**config.mk**
```make
export PLATFORM = sky130hd
export DESIGN_NAME = instr_fetch_queue_flat
export DESIGN_NICKNAME = d
export VERILOG_FILES = /design/src/rtl/instr_fetch_queue_if.sv /design/src/rtl/instr_fetch_queue.sv /design/src/flat_wrapper.sv
export SDC_FILE = /design/constraint.sdc
export NUM_CORES = 1
export LEC_CHECK = 0
export CAP_MARGIN = 20
export CORE_MARGIN = 1
export CORE_UTILIZATION = 50
export DETAILED_ROUTE_END_ITERATION = 8
export GPL_ROUTABILITY_DRIVEN = 0
export GPL_TIMING_DRIVEN = 0
export PLACE_DENSITY = 0.74
export RECOVER_POWER = 100
export REMOVE_ABC_BUFFERS = 1
export SYNTH_ARGS = -nofsm -noshare
export SYNTH_HDL_FRONTEND = slang
export SYNTH_SLANG_ARGS = --single-unit
```
**constraint.sdc**
```tcl
create_clock -name clock -period 5.2 [get_ports clock]
set_input_delay 1.56 -clock clock [delete_from_list [all_inputs] [get_ports clock]]
set_output_delay 1.56 -clock clock [all_outputs]
set_load 0.02 [all_outputs]
```
**src/rtl/instr_fetch_queue_if.sv**
```systemverilog
// Fetch-queue bus bundle: instruction-memory handshake
// and the pre-decoded issue-side head port.
interface instr_fetch_queue_if;
    logic        imem_req;
    logic [31:0] imem_addr;
    logic        imem_ready;
    logic        imem_valid;
    logic [31:0] imem_data;

    logic        instr_valid;
    logic        instr_ready;
    logic [31:0] instr_pc;
    logic [31:0] instr_word;
    logic [6:0]  operatorType;
    logic [2:0]  operatorSubType;
    logic        operatorFlag;
    logic [4:0]  rd;
    logic [4:0]  rs1;
    logic [4:0]  rs2;

    modport master (
        output imem_req,
        output imem_addr,
        input  imem_ready,
        input  imem_valid,
        input  imem_data,
        output instr_valid,
        input  instr_ready,
        output instr_pc,
        output instr_word,
        output operatorType,
        output operatorSubType,
        output operatorFlag,
        output rd,
        output rs1,
        output rs2
    );

    modport slave (
        input  imem_req,
        input  imem_addr,
        output imem_ready,
        output imem_valid,
        output imem_data,
        input  instr_valid,
        output instr_ready,
        input  instr_pc,
        input  instr_word,
        input  operatorType,
        input  operatorSubType,
        input  operatorFlag,
        input  rd,
        input  rs1,
        input  rs2
    );
endinterface

```
**src/rtl/instr_fetch_queue.sv**
```systemverilog
// Instruction fetch + pre-decode queue: one outstanding
// memory read at a time, buffered in a small circular FIFO.
module instr_fetch_queue #(
    parameter int DEPTH = 4,
    parameter int PTR_W = 2
) (
    input  logic                 clock,
    input  logic                 rst_n,
    input  logic [31:0]          pc,
    input  logic                 fetch_en,
    input  logic                 flush,
    output logic                 busy,
    output logic [PTR_W:0]       count,
    instr_fetch_queue_if.master  bus
);

    localparam logic [1:0] S_IDLE = 2'd0;
    localparam logic [1:0] S_REQ  = 2'd1;
    localparam logic [1:0] S_WAIT = 2'd2;
    localparam logic [1:0] S_DROP = 2'd3;

    localparam logic [PTR_W:0] FULL  = (PTR_W+1)'(DEPTH);
    localparam logic [PTR_W:0] CNT1  = (PTR_W+1)'(1);
    localparam logic [PTR_W-1:0] PTR1 = PTR_W'(1);

    logic [1:0]       state;
    logic [1:0]       state_n;
    logic [31:0]      addr_r;
    logic [PTR_W-1:0] wr_ptr;
    logic [PTR_W-1:0] rd_ptr;

    logic [31:0] pc_mem   [DEPTH];
    logic [31:0] word_mem [DEPTH];

    logic        start;
    logic        wr_en;
    logic        rd_en;
    logic        head_ok;
    logic [31:0] hd_pc;
    logic [31:0] hd_word;

    assign head_ok = (count != '0);
    assign busy    = (state != S_IDLE) | (count == FULL) | flush;
    assign start   = (state == S_IDLE) & fetch_en & ~busy;

    // Flush wins over both queue ports in the same edge.
    assign wr_en = (state == S_WAIT) & bus.imem_valid & ~flush;
    assign rd_en = head_ok & bus.instr_ready & ~flush;

    always_comb begin
        state_n = state;
        unique case (state)
            S_IDLE: if (start) state_n = S_REQ;
            S_REQ: begin
                if (flush)               state_n = S_IDLE;
                else if (bus.imem_ready) state_n = S_WAIT;
            end
            S_WAIT: begin
                if (bus.imem_valid) state_n = S_IDLE;
                else if (flush)     state_n = S_DROP;
            end
            S_DROP: if (bus.imem_valid) state_n = S_IDLE;
            default: state_n = S_IDLE;
        endcase
    end

    always_ff @(posedge clock or negedge rst_n) begin
        if (!rst_n) begin
            state  <= S_IDLE;
            addr_r <= '0;
        end else begin
            state <= state_n;
            if (start) addr_r <= pc;
        end
    end

    always_ff @(posedge clock or negedge rst_n) begin
        if (!rst_n) begin
            wr_ptr <= '0;
            rd_ptr <= '0;
            count  <= '0;
        end else if (flush) begin
            wr_ptr <= '0;
            rd_ptr <= '0;
            count  <= '0;
        end else begin
            if (wr_en) wr_ptr <= wr_ptr + PTR1;
            if (rd_en) rd_ptr <= rd_ptr + PTR1;
            if (wr_en && !rd_en)      count <= count + CNT1;
            else if (rd_en && !wr_en) count <= count - CNT1;
        end
    end

    always_ff @(posedge clock) begin
        if (wr_en) begin
            pc_mem[wr_ptr]   <= addr_r;
            word_mem[wr_ptr] <= bus.imem_data;
        end
    end

    // Storage is not reset, so head fields are masked when empty.
    assign hd_pc   = pc_mem[rd_ptr]   & {32{head_ok}};
    assign hd_word = word_mem[rd_ptr] & {32{head_ok}};

    assign bus.imem_req  = (state == S_REQ);
    assign bus.imem_addr = addr_r;

    assign bus.instr_valid     = head_ok;
    assign bus.instr_pc        = hd_pc;
    assign bus.instr_word      = hd_word;
    assign bus.operatorType    = hd_word[6:0];
    assign bus.operatorSubType = hd_word[14:12];
    assign bus.operatorFlag    = hd_word[30];
    assign bus.rd              = hd_word[11:7];
    assign bus.rs1             = hd_word[19:15];
    assign bus.rs2             = hd_word[24:20];

endmodule

```
**src/flat_wrapper.sv**
```systemverilog
// flat-port wrapper written by rule: the top's interface ports become plain ports
module instr_fetch_queue_flat 
#(
    parameter int DEPTH = 4,
    parameter int PTR_W = 2
)
  (clock, rst_n, pc, fetch_en, flush, busy, count, bus_imem_req, bus_imem_addr, bus_imem_ready, bus_imem_valid, bus_imem_data, bus_instr_valid, bus_instr_ready, bus_instr_pc, bus_instr_word, bus_operatorType, bus_operatorSubType, bus_operatorFlag, bus_rd, bus_rs1, bus_rs2);
  instr_fetch_queue_if bus_i ();
  input  logic clock;
  input  logic rst_n;
  input  logic [31:0] pc;
  input  logic fetch_en;
  input  logic flush;
  output logic busy;
  output logic [PTR_W:0] count;
  output wire logic [$bits(bus_i.imem_req)-1:0] bus_imem_req;
  output wire logic [$bits(bus_i.imem_addr)-1:0] bus_imem_addr;
  input wire logic [$bits(bus_i.imem_ready)-1:0] bus_imem_ready;
  input wire logic [$bits(bus_i.imem_valid)-1:0] bus_imem_valid;
  input wire logic [$bits(bus_i.imem_data)-1:0] bus_imem_data;
  output wire logic [$bits(bus_i.instr_valid)-1:0] bus_instr_valid;
  input wire logic [$bits(bus_i.instr_ready)-1:0] bus_instr_ready;
  output wire logic [$bits(bus_i.instr_pc)-1:0] bus_instr_pc;
  output wire logic [$bits(bus_i.instr_word)-1:0] bus_instr_word;
  output wire logic [$bits(bus_i.operatorType)-1:0] bus_operatorType;
  output wire logic [$bits(bus_i.operatorSubType)-1:0] bus_operatorSubType;
  output wire logic [$bits(bus_i.operatorFlag)-1:0] bus_operatorFlag;
  output wire logic [$bits(bus_i.rd)-1:0] bus_rd;
  output wire logic [$bits(bus_i.rs1)-1:0] bus_rs1;
  output wire logic [$bits(bus_i.rs2)-1:0] bus_rs2;
  assign bus_imem_req = bus_i.imem_req;
  assign bus_imem_addr = bus_i.imem_addr;
  assign bus_i.imem_ready = bus_imem_ready;
  assign bus_i.imem_valid = bus_imem_valid;
  assign bus_i.imem_data = bus_imem_data;
  assign bus_instr_valid = bus_i.instr_valid;
  assign bus_i.instr_ready = bus_instr_ready;
  assign bus_instr_pc = bus_i.instr_pc;
  assign bus_instr_word = bus_i.instr_word;
  assign bus_operatorType = bus_i.operatorType;
  assign bus_operatorSubType = bus_i.operatorSubType;
  assign bus_operatorFlag = bus_i.operatorFlag;
  assign bus_rd = bus_i.rd;
  assign bus_rs1 = bus_i.rs1;
  assign bus_rs2 = bus_i.rs2;
  instr_fetch_queue #(.DEPTH(DEPTH), .PTR_W(PTR_W)) u_core (.clock(clock), .rst_n(rst_n), .pc(pc), .fetch_en(fetch_en), .flush(flush), .busy(busy), .count(count), .bus(bus_i));
endmodule
```
## After elaboration in Yosys (flattened, before gate mapping)

Memory sizes are Yosys's and may differ from the RTL's.
Cells that the tools add are included.
W data, S select, Z words.

| storage, ports and cells | value |
|---|---|
| register bits | 41 |
| memory bits (writable) | 256 |
| input bits | 71 |
| output and inout bits | 128 |
| word-level logic and storage cells | 58 |
| memories kept | 2 |

| cells by class | value |
|---|---|
| add/subtract/negate cells | 4 |
| equality and inequality tests | 8 |
| muxes and demuxes | 16 |
| bitwise operators | 12 |
| reduce and logical (&&, ||, !) cells | 11 |

Memory list:

| name | words | bits a word | rd ports | clocked after Yosys merged registers in | write ports | line | RTL |
|---|---|---|---|---|---|---|---|
| u_core.pc_mem | 4 | 32 | 1 | 0 | 1 | instr_fetch_queue.sv:32 | `logic [31:0] pc_mem [DEPTH];` |
| u_core.word_mem | 4 | 32 | 1 | 0 | 1 | instr_fetch_queue.sv:33 | `logic [31:0] word_mem [DEPTH];` |

Operator list:

| operator | number |
|---|---|
| $and A32 B32 Y32 | 2 |
| $mux W2 | 10 |
| $mux W3 | 3 |
| $pmux W2 S4 | 1 |
| $and A1 B1 Y1 | 6 |
| $reduce_bool A2 Y1 | 3 |
| $reduce_bool A3 Y1 | 2 |
| $add A2 B1 Y2 const B | 2 |
| $eq A2 B2 Y1 const B | 2 |
| $reduce_and A4 Y1 | 1 |
| $add A3 B1 Y3 const B | 1 |
| $eq A3 B3 Y1 const B | 1 |
| $ne A3 B2 Y1 const B | 1 |
| $ne A3 B3 Y1 const B | 1 |
| $sub A3 B1 Y3 const B | 1 |
| $eq A2 B1 Y1 const B | 1 |
| $logic_and A1 B1 Y1 | 2 |
| $logic_not A1 Y1 | 2 |
| $logic_not A2 Y1 | 1 |
| $mux W1 | 2 |
| $ne A2 B1 Y1 const B | 1 |
| $ne A2 B2 Y1 const B | 1 |
| $not A1 Y1 | 2 |
| $or A1 B1 Y1 | 2 |

## Logic depth before layout (Yosys ltp)

Gate-level depths: netlist of run 1.

| depth | value |
|---|---|
| depth in word-level cells | 8 |
| depth in mapped cells | 7 |
| mapped depth without buffers | 6 |

## Worst setup path after synthesis of run 1

OpenSTA, ideal clock, no wires.

| timing path | value |
|---|---|
| kind | input port to flip-flop |
| start point | in flush |
| end point | mem u_core.pc_mem[0][0], enable pin |
| arrival | 3615 ps |
| required time | 4771 ps |
| slack | 1157 ps |
| stages | 3 |
| buffers on the path | 1 |
| path through | clkbuf_1 > and4bb_2 > and2_1 |

| on the way | value |
|---|---|
| word-level cells in the longest chain between the ends | 4 |

Ends and longest elaborated chain:

| element | line | RTL |
|---|---|---|
| from (decl) | flat_wrapper.sv:13 | `input logic flush;` |
| $not A1 Y1 | instr_fetch_queue.sv:47 | `assign wr_en = (state == S_WAIT) & bus.imem_valid & ~flush;` |
| $and A1 B1 Y1 | instr_fetch_queue.sv:47 |  |
| $mux W1 | instr_fetch_queue.sv:95 | `if (wr_en) begin` |
| $mux W1 (implied by the code) | instr_fetch_queue.sv:96 | `pc_mem[wr_ptr] <= addr_r;` |
| to (decl) | instr_fetch_queue.sv:32 |  |

No other way between the ends.

## Worst setup path after layout of run 1

| timing path | value |
|---|---|
| start point | in flush |
| end point | out busy |

| on the way | value |
|---|---|
| word-level cells in the longest chain between the ends | 1 |

Ends and longest elaborated chain:

| element | line | RTL |
|---|---|---|
| $or A1 B1 Y1 | instr_fetch_queue.sv:43 | `assign busy = (state != S_IDLE) \| (count == FULL) \| flush;` |
| to (decl) | flat_wrapper.sv:14 | `output logic busy;` |

No other way between the ends.

==> summary.txt, run 1 <==
Setup path
  – Crit. path cell count: 3
  – Reg2reg setup slack: 1.87 ns
  – CP max-delay cell: dlygate4sd3_1
  – Max FO, Critical Path: 11
  – Reg2reg start: u_core.state[0]
  – Setup crit end: busy
  – Crit path top cell by count: dlygate4sd3_1
  – Max stage delay on crit path: 0.69 ns
  – Critical-path cell list: dlygate4sd3_1, a2111o_1, dlygate4sd3_1
  – WS Path Type: in -> out
  – Worst setup SP type: input pin
  – Critical Path RT: 3.64 ns
  – Worst Reg-to-Reg Cells: 3
  – Critical Path AT: 3.25 ns
  – Worst Path Buf+Inv: 2
  – Worst reg2reg endpoint: u_core.word_mem[1][1]
  – Critical path origin: flush
  – Critical Path Sink Type: primary output
  – Largest delay contributor family on the critical path: buffers and inverters

Power and ir drop
  – Clock Power Share: 0.287
  – Power per cell area: 519 nW/um^2
  – Peak supply drop: 290 uV
  – P_int: 5.39 mW
  – Seq pwr share: 0.410
  – Leak: 5.19 nW
  – Switching Share: 0.302
  – Gate power share: 0.302
  – NetSw: 2.34 mW
  – Overall Power: 7.73 mW

Yosys
  – Distinct cells, synth: 35
  – Ys Warns: 0
  – Number of flops mapped to enable cells by yosys: 256
  – Top_reg_cell synth: edfxtp_1
  – Count leader, synth: edfxtp_1
  – Yosys reg bits: 297
  – Synth cell count leaders: edfxtp_1 (256), and2_1 (69), mux4_2 (64)
  – Post-synth top area share: 0.653
  – Cells after Synth: 563
  – Register area share after synthesis: 0.740
  – Syn avg cell area: 20.9 um^2
  – Area leader, netlist: edfxtp_1
  – Post-Syn Area: 11800 um^2
  – Ranking of synthesized cells by area: edfxtp_1 (65%), mux4_2 (12%), dfrtp_1 (8.7%), mux2_4 (3.7%), and2_1 (3.7%)
  – Async SR Flop Fraction: 0.138

STA
  – Fmax: 208 MHz
  – Worst slew pin tran: 2.43 ns
  – Slew margin rel.: -0.621
  – Hold Vio Cnt, Final: 0
  – Final Setup Violations: 0
  – RSZ-0062 raised after global routing: no
  – Max Slew Vio Count: 138
  – Hold slack final: 0.548 ns
  – Min cycle time layout: 4.81 ns
  – Period utilization: 0.926
  – TNS Setup: 0 ns
  – Skew final: 0.0193 ns

Die
  – Core Box Area: 22800 um^2
  – I/O Pins: 199
  – Die area: 24200 um^2
  – Starting density of the core: 0.515
  – Die Ht: 155 um
  – Chip width: 155 um
  – Row Count: 55

Clock tree
  – CTS Buf Count: 30
  – Root Buffer: clkbuf_16
  – Max Buffers Root-to-Sink: 3
  – # H-tree levels: 1
  – CTS Hold Buffers Added: 0
  – Resized cells post-CTS: 0
  – Worst-path clk slew: 0.06 ns
  – Worst skew pair latency: 0.54 ns
  – # clock sinks: 297
  – Post-CTS Setup Bufs: 0
  – TritonCTS clock tree: yes

Finish
  – Area Overhead vs Synth: 26.6%
  – Nets: 826
  – Finished Cell Area: 14900 um^2
  – Post-layout util: 0.652
  – Share of cells above drive strength 1: 0.165

Status
  – Failing checks: max-capacitance violations, max-slew violations
  – Outcome: finished, violations left

Drt
  – Vias per cell: 5.38
  – Post-route DRC: 0
  – WL/cell: 20.4 um
  – ANT nets after route: 0
  – Routed WL: 22.2 mm
  – Routed vias: 5860
  – Initial DRC count: 303
  – Pre-antenna DRT Iters: 4

GRT
  – Initial antenna violation count: 1
  – First-pass GRT wire length: 34.5 mm
  – Vias in the first global route: 6175
  – Largest net degree at the start of global routing: 48
  – Grt ovf: 0
  – Total track usage: 0.190

Worst hold path
  – Hold path startpoint: u_core.bus.imem_addr[10]
  – Hold WC Path Type: reg -> reg

Placement
  – Placed Area: 14000 um^2
  – Final HPWL DP: 13.2 mm
  – IO Port Bufs: 198

Job
  – Number of max-cap violations: 5
## power by group through the flow
stage	Sequential, mW	Clock, mW	Combinational (mW)
final	3.17	2.22	2.34
after global routing	3.22	2.35	2.50
after CTS	3.19	2.27	2.67
after detailed placement	3.24	0	2.66
after global placement	3.29	0	2.55
after floorplan	3.37	0	1.23
## flip-flops by register name, indices dropped and copies added, names as in the netlist
register,cells
u_core.bus.imem_addr,32
u_core.word_mem,128
u_core.wr_ptr,2
u_core.rd_ptr,2
u_core.count,3
u_core.pc_mem,128
u_core.state,2
## layer usage
layer / GRT usage / vias up / share of wire
met2: 0.330 / 213 / 0.51
met1: 0.252 / 3048 / 0.41
met3: 0.0351 / 23 / 0.067
met5: 0 / - / 0
li1: - / 2576 / -
met4: 0.0373 / 0 / 0.011
## how the worst min path moves through the flow
stage,slack [ns],endpoint,depth (start not counted)
2_1_floorplan,0.54,u_core.wr_ptr[1],2
3_3_place_gp,0.52,u_core.pc_mem[1][24],0
3_5_place_dp,0.54,u_core.pc_mem[0][21],0
4_1_cts,0.55,u_core.pc_mem[1][1],0
5_1_grt,0.57,u_core.pc_mem[0][21],0
6_report,0.55,u_core.pc_mem[0][10],0
## through the flow
| stage | std cells | setup WS [ns] |
|---|---|---|
| floorplan | 511 | 0.0969 |
| global placement | 1022 | -1.53 |
| detailed placement | 1031 | 0.578 |
| CTS | 1087 | 0.493 |
| global route | 1087 | 0.211 |
| finish | 1089 | 0.386 |
## layout make-up
class,instances,area (um^2)
repair buffers,207,2150
clock inverters,17,214
multi-input cells,209,2580
diodes,2,5.00
well taps,313,392
fillers,1588,7940
clock buffers,39,826
flip-flops and latches,297,8720
inverters,5,18.8
## worst register-to-register path, cell delays in order (launching register included)
cell	delay (ns)
dfrtp_1	0.42
and4bb_1	0.43
and2_0	1.82
buf_12	0.33
## placed cells by master, fill, tap and decap left out, types with 6 or more instances in the layout
cell type / n
and2_0: 8
and2_1: 61
clkbuf_1: 9
clkbuf_16: 31
clkdlybuf4s50_1: 43
clkinv_2: 9
dfrtp_1: 39
dlygate4sd3_1: 154
edfxtp_1: 256
mux2_1: 25
mux4_2: 64
nor2_1: 6
## cells by family (layout without fill, tap and decap cells)
logic type                 after synthesis  count (layout)  share of synthesized area
and+or+nand+nor                         89              89                     0.0465
AOI/OAI and AO/OA                       10              10                    0.00617
xor gates and xnor gates                 7               7                    0.00521
adders and majority gates                5               5                    0.00595
muxes                                   98              98                      0.164
DFF                                    297             297                      0.740
other                                    0               2                          0
buffers and inverters                   57             268                     0.0318
Note: power is estimated with default switching activity, not from simulation.
==> run 2: changes to the inputs <==
--- a/config.mk
+++ b/config.mk
@@ -6,7 +6,7 @@
 export NUM_CORES = 1
 export LEC_CHECK = 0
 export CAP_MARGIN = 20
-export CORE_MARGIN = 1
+export CORE_MARGIN = 10
 export CORE_UTILIZATION = 50
 export DETAILED_ROUTE_END_ITERATION = 8
 export GPL_ROUTABILITY_DRIVEN = 0
==> run 2 against run 1 <==
  * Non-clock buffer count stayed put
  * Combinational power is 2% higher
  * Clock skew is 0.012 ns lower
  * Global-route usage is 3.1 points lower
  * Sequential power hardly changed
  * Critical path depth stayed put
  * Clock-buffer cell count is 4 lower
  * The flow still finishes with violations (max-capacitance violations, max-slew violations)
  * Highest routed layer unchanged
  * Sequential share of layout area hardly changed
==> summary.txt, run 2 (synthesis results as in run 1) <==
Drt
  – Routed vias: 5842 (-0.31%)
  – WL/cell: 21.9 um (+7.7%)
  – Vias per cell: 5.34 (-0.76%)
  – Routed WL: 24.0 mm (+8.2%)
  – ANT nets after route: 0 (unchanged)
  – Post-route DRC: 0 (unchanged)
  – Initial DRC count: 308 (+1.7%)
  – Pre-antenna DRT Iters: 4 (unchanged)

Die
  – Core Box Area: 23300 um^2 (+2.1%)
  – Die Ht: 173 um (+12%)
  – Die area: 30100 um^2 (+25%)
  – I/O Pins: 199 (unchanged)
  – Chip width: 173 um (+12%)
  – Row Count: 56 (+1.8%)
  – Starting density of the core: 0.504 (-0.0107)

Placement
  – Placed cells: 1037 (+0.58%)
  – Final HPWL DP: 14.9 mm (+13%)
  – IO Port Bufs: 198 (unchanged)

STA
  – Hold slack final: 0.538 ns (-0.00921 ns)
  – Hold Vio Cnt, Final: 0 (unchanged)
  – RSZ-0062 raised after global routing: no
  – Min cycle time layout: 4.85 ns (+0.0313 ns)
  – Fmax: 206 MHz (-0.65%)
  – Final Setup Violations: 0 (unchanged)
  – Period utilization: 0.932 (+0.00602)
  – Slew margin rel.: -0.373 (+0.247)
  – Max Slew Vio Count: 123 (-11%)
  – Worst slew pin tran: 2.06 ns (-0.371 ns)
  – Skew final: 0.00776 ns (-0.0116 ns)

Setup path
  – Max FO, Critical Path: 11 (unchanged)
  – Worst setup SP type: input pin
  – Critical Path Sink Type: primary output
  – Critical Path AT: 3.29 ns (+0.04 ns)
  – WS Path Type: in -> out
  – Critical Path RT: 3.64 ns (about the same)

Power and ir drop
  – Power per cell area: 520 nW/um^2 (+0.22%)
  – Peak supply drop: 388 uV (+34%)
  – Leak: 5.18 nW (about the same)
  – Overall Power: 7.75 mW (+0.24%)

GRT
  – Total track usage: 0.159 (-0.0305)
  – Vias in the first global route: 6570 (+6.4%)
  – Largest net degree at the start of global routing: 48 (unchanged)
  – Initial antenna violation count: 2 (+1)
  – First-pass GRT wire length: 38.2 mm (+10%)
  – Grt ovf: 0 (unchanged)

Clock tree
  – # clock sinks: 297 (unchanged)
  – Root Buffer: clkbuf_16
  – Worst-path clk slew: 0.06 ns (about the same)
  – CTS Buf Count: 29 (-3.3%)
  – Resized cells post-CTS: 0 (unchanged)
  – Post-CTS Setup Bufs: 0 (unchanged)
  – # H-tree levels: 1 (unchanged)
  – CTS Hold Buffers Added: 0 (unchanged)
  – Max Buffers Root-to-Sink: 3 (unchanged)
  – Worst skew pair latency: 0.53 ns (about the same)
  – TritonCTS clock tree: yes

Worst hold path
  – Hold WC Path Type: reg -> reg

Finish
  – Area Overhead vs Synth: 26.7% (about the same)
  – Nets: 825 (-0.12%)
  – Commonest non-fill, non-tap cells in the layout: edfxtp_1 (256), dlygate4sd3_1 (159), mux4_2 (64), and2_1 (64), dfrtp_1 (39)
  – Layout Cells excl Fill: 1094 (+0.46%)
  – Share of cells above drive strength 1: 0.161 (-0.00454)
  – Commonest non-fill, non-tap cell in the layout: edfxtp_1

Status
  – Failing checks: max-capacitance violations, max-slew violations
  – Outcome: finished, violations left

Job
  – Number of max-cap violations: 5 (unchanged)
## run 2: cell count changes in the layout (fill, tap and decap cells not counted), sizes merged
cell | previous run | this run
buf | 6 | 7
clkinv | 11 | 10
clkbuf | 43 | 38
inv | 6 | 5
dlygate4sd3 | 154 | 159
diode | 2 | 4
bufinv | 5 | 6
clkinvlp | 0 | 2
clkdlybuf4s50 | 43 | 38
## run 2: power breakdown
part | switching, mW | leakage [nW] | internal [mW] | total (mW)
clock | 0.842 | 0.495 | 1.36 | 2.20
combinational | 1.24 | 1.90 | 1.14 | 2.38
sequential | 0.274 | 2.79 | 2.90 | 3.18
## run 2: worst paths after layout
path	from	endpoint	slack, ns	cells past startpoint
setup reg to reg	u_core.state[0]	u_core.word_mem[0][11]	1.85	3
hold / removal	u_core.bus.imem_addr[11]	u_core.pc_mem[3][11]	0.54	0
setup / recovery	flush	busy	0.35	3
min in group asynchronous	rst_n	u_core.bus.imem_addr[23]	1.04	1
max in group asynchronous	rst_n	u_core.rd_ptr[0]	1.79	2
hold reg to reg	u_core.bus.imem_addr[11]	u_core.pc_mem[3][11]	0.54	0
## run 2: final cells by class
class | count | area (um^2)
clock buffer | 35 | 778
clock inverter | 18 | 239
timing repair buffer | 207 | 2160
sequential | 297 | 8720
multi-input combinational | 209 | 2570
fill | 1632 | 8430
antenna | 4 | 10.0
tap | 319 | 399
inverter | 5 | 18.8
## run 2: critical path, cell delays in order
cell           delay [ns]
dlygate4sd3_1        0.70
a2111o_1             0.36
dlygate4sd3_1        0.66
## run 2: stage by stage
step	TNS (ns)	area (um^2)	utilization	setup WS [ns]
after floorplan	0	11400	-	0.0969
after global placement	-287.13	13800	0.591	-1.51
after detailed placement	0	14000	0.601	0.508
after CTS	0	15000	0.645	0.500
after global routing	0	14900	0.639	0.244
final	0	14900	0.639	0.355
## run 2: routing by layer
metal  track usage  routed length, um  part of all wire  vias up
li1              -                  -                 -     2572
met1         0.199               9890              0.41     3035
met4        0.0424                393             0.016        0
met5             0                  0                 0        -
met3        0.0418               1600             0.067       34
met2         0.270              12100              0.50      201
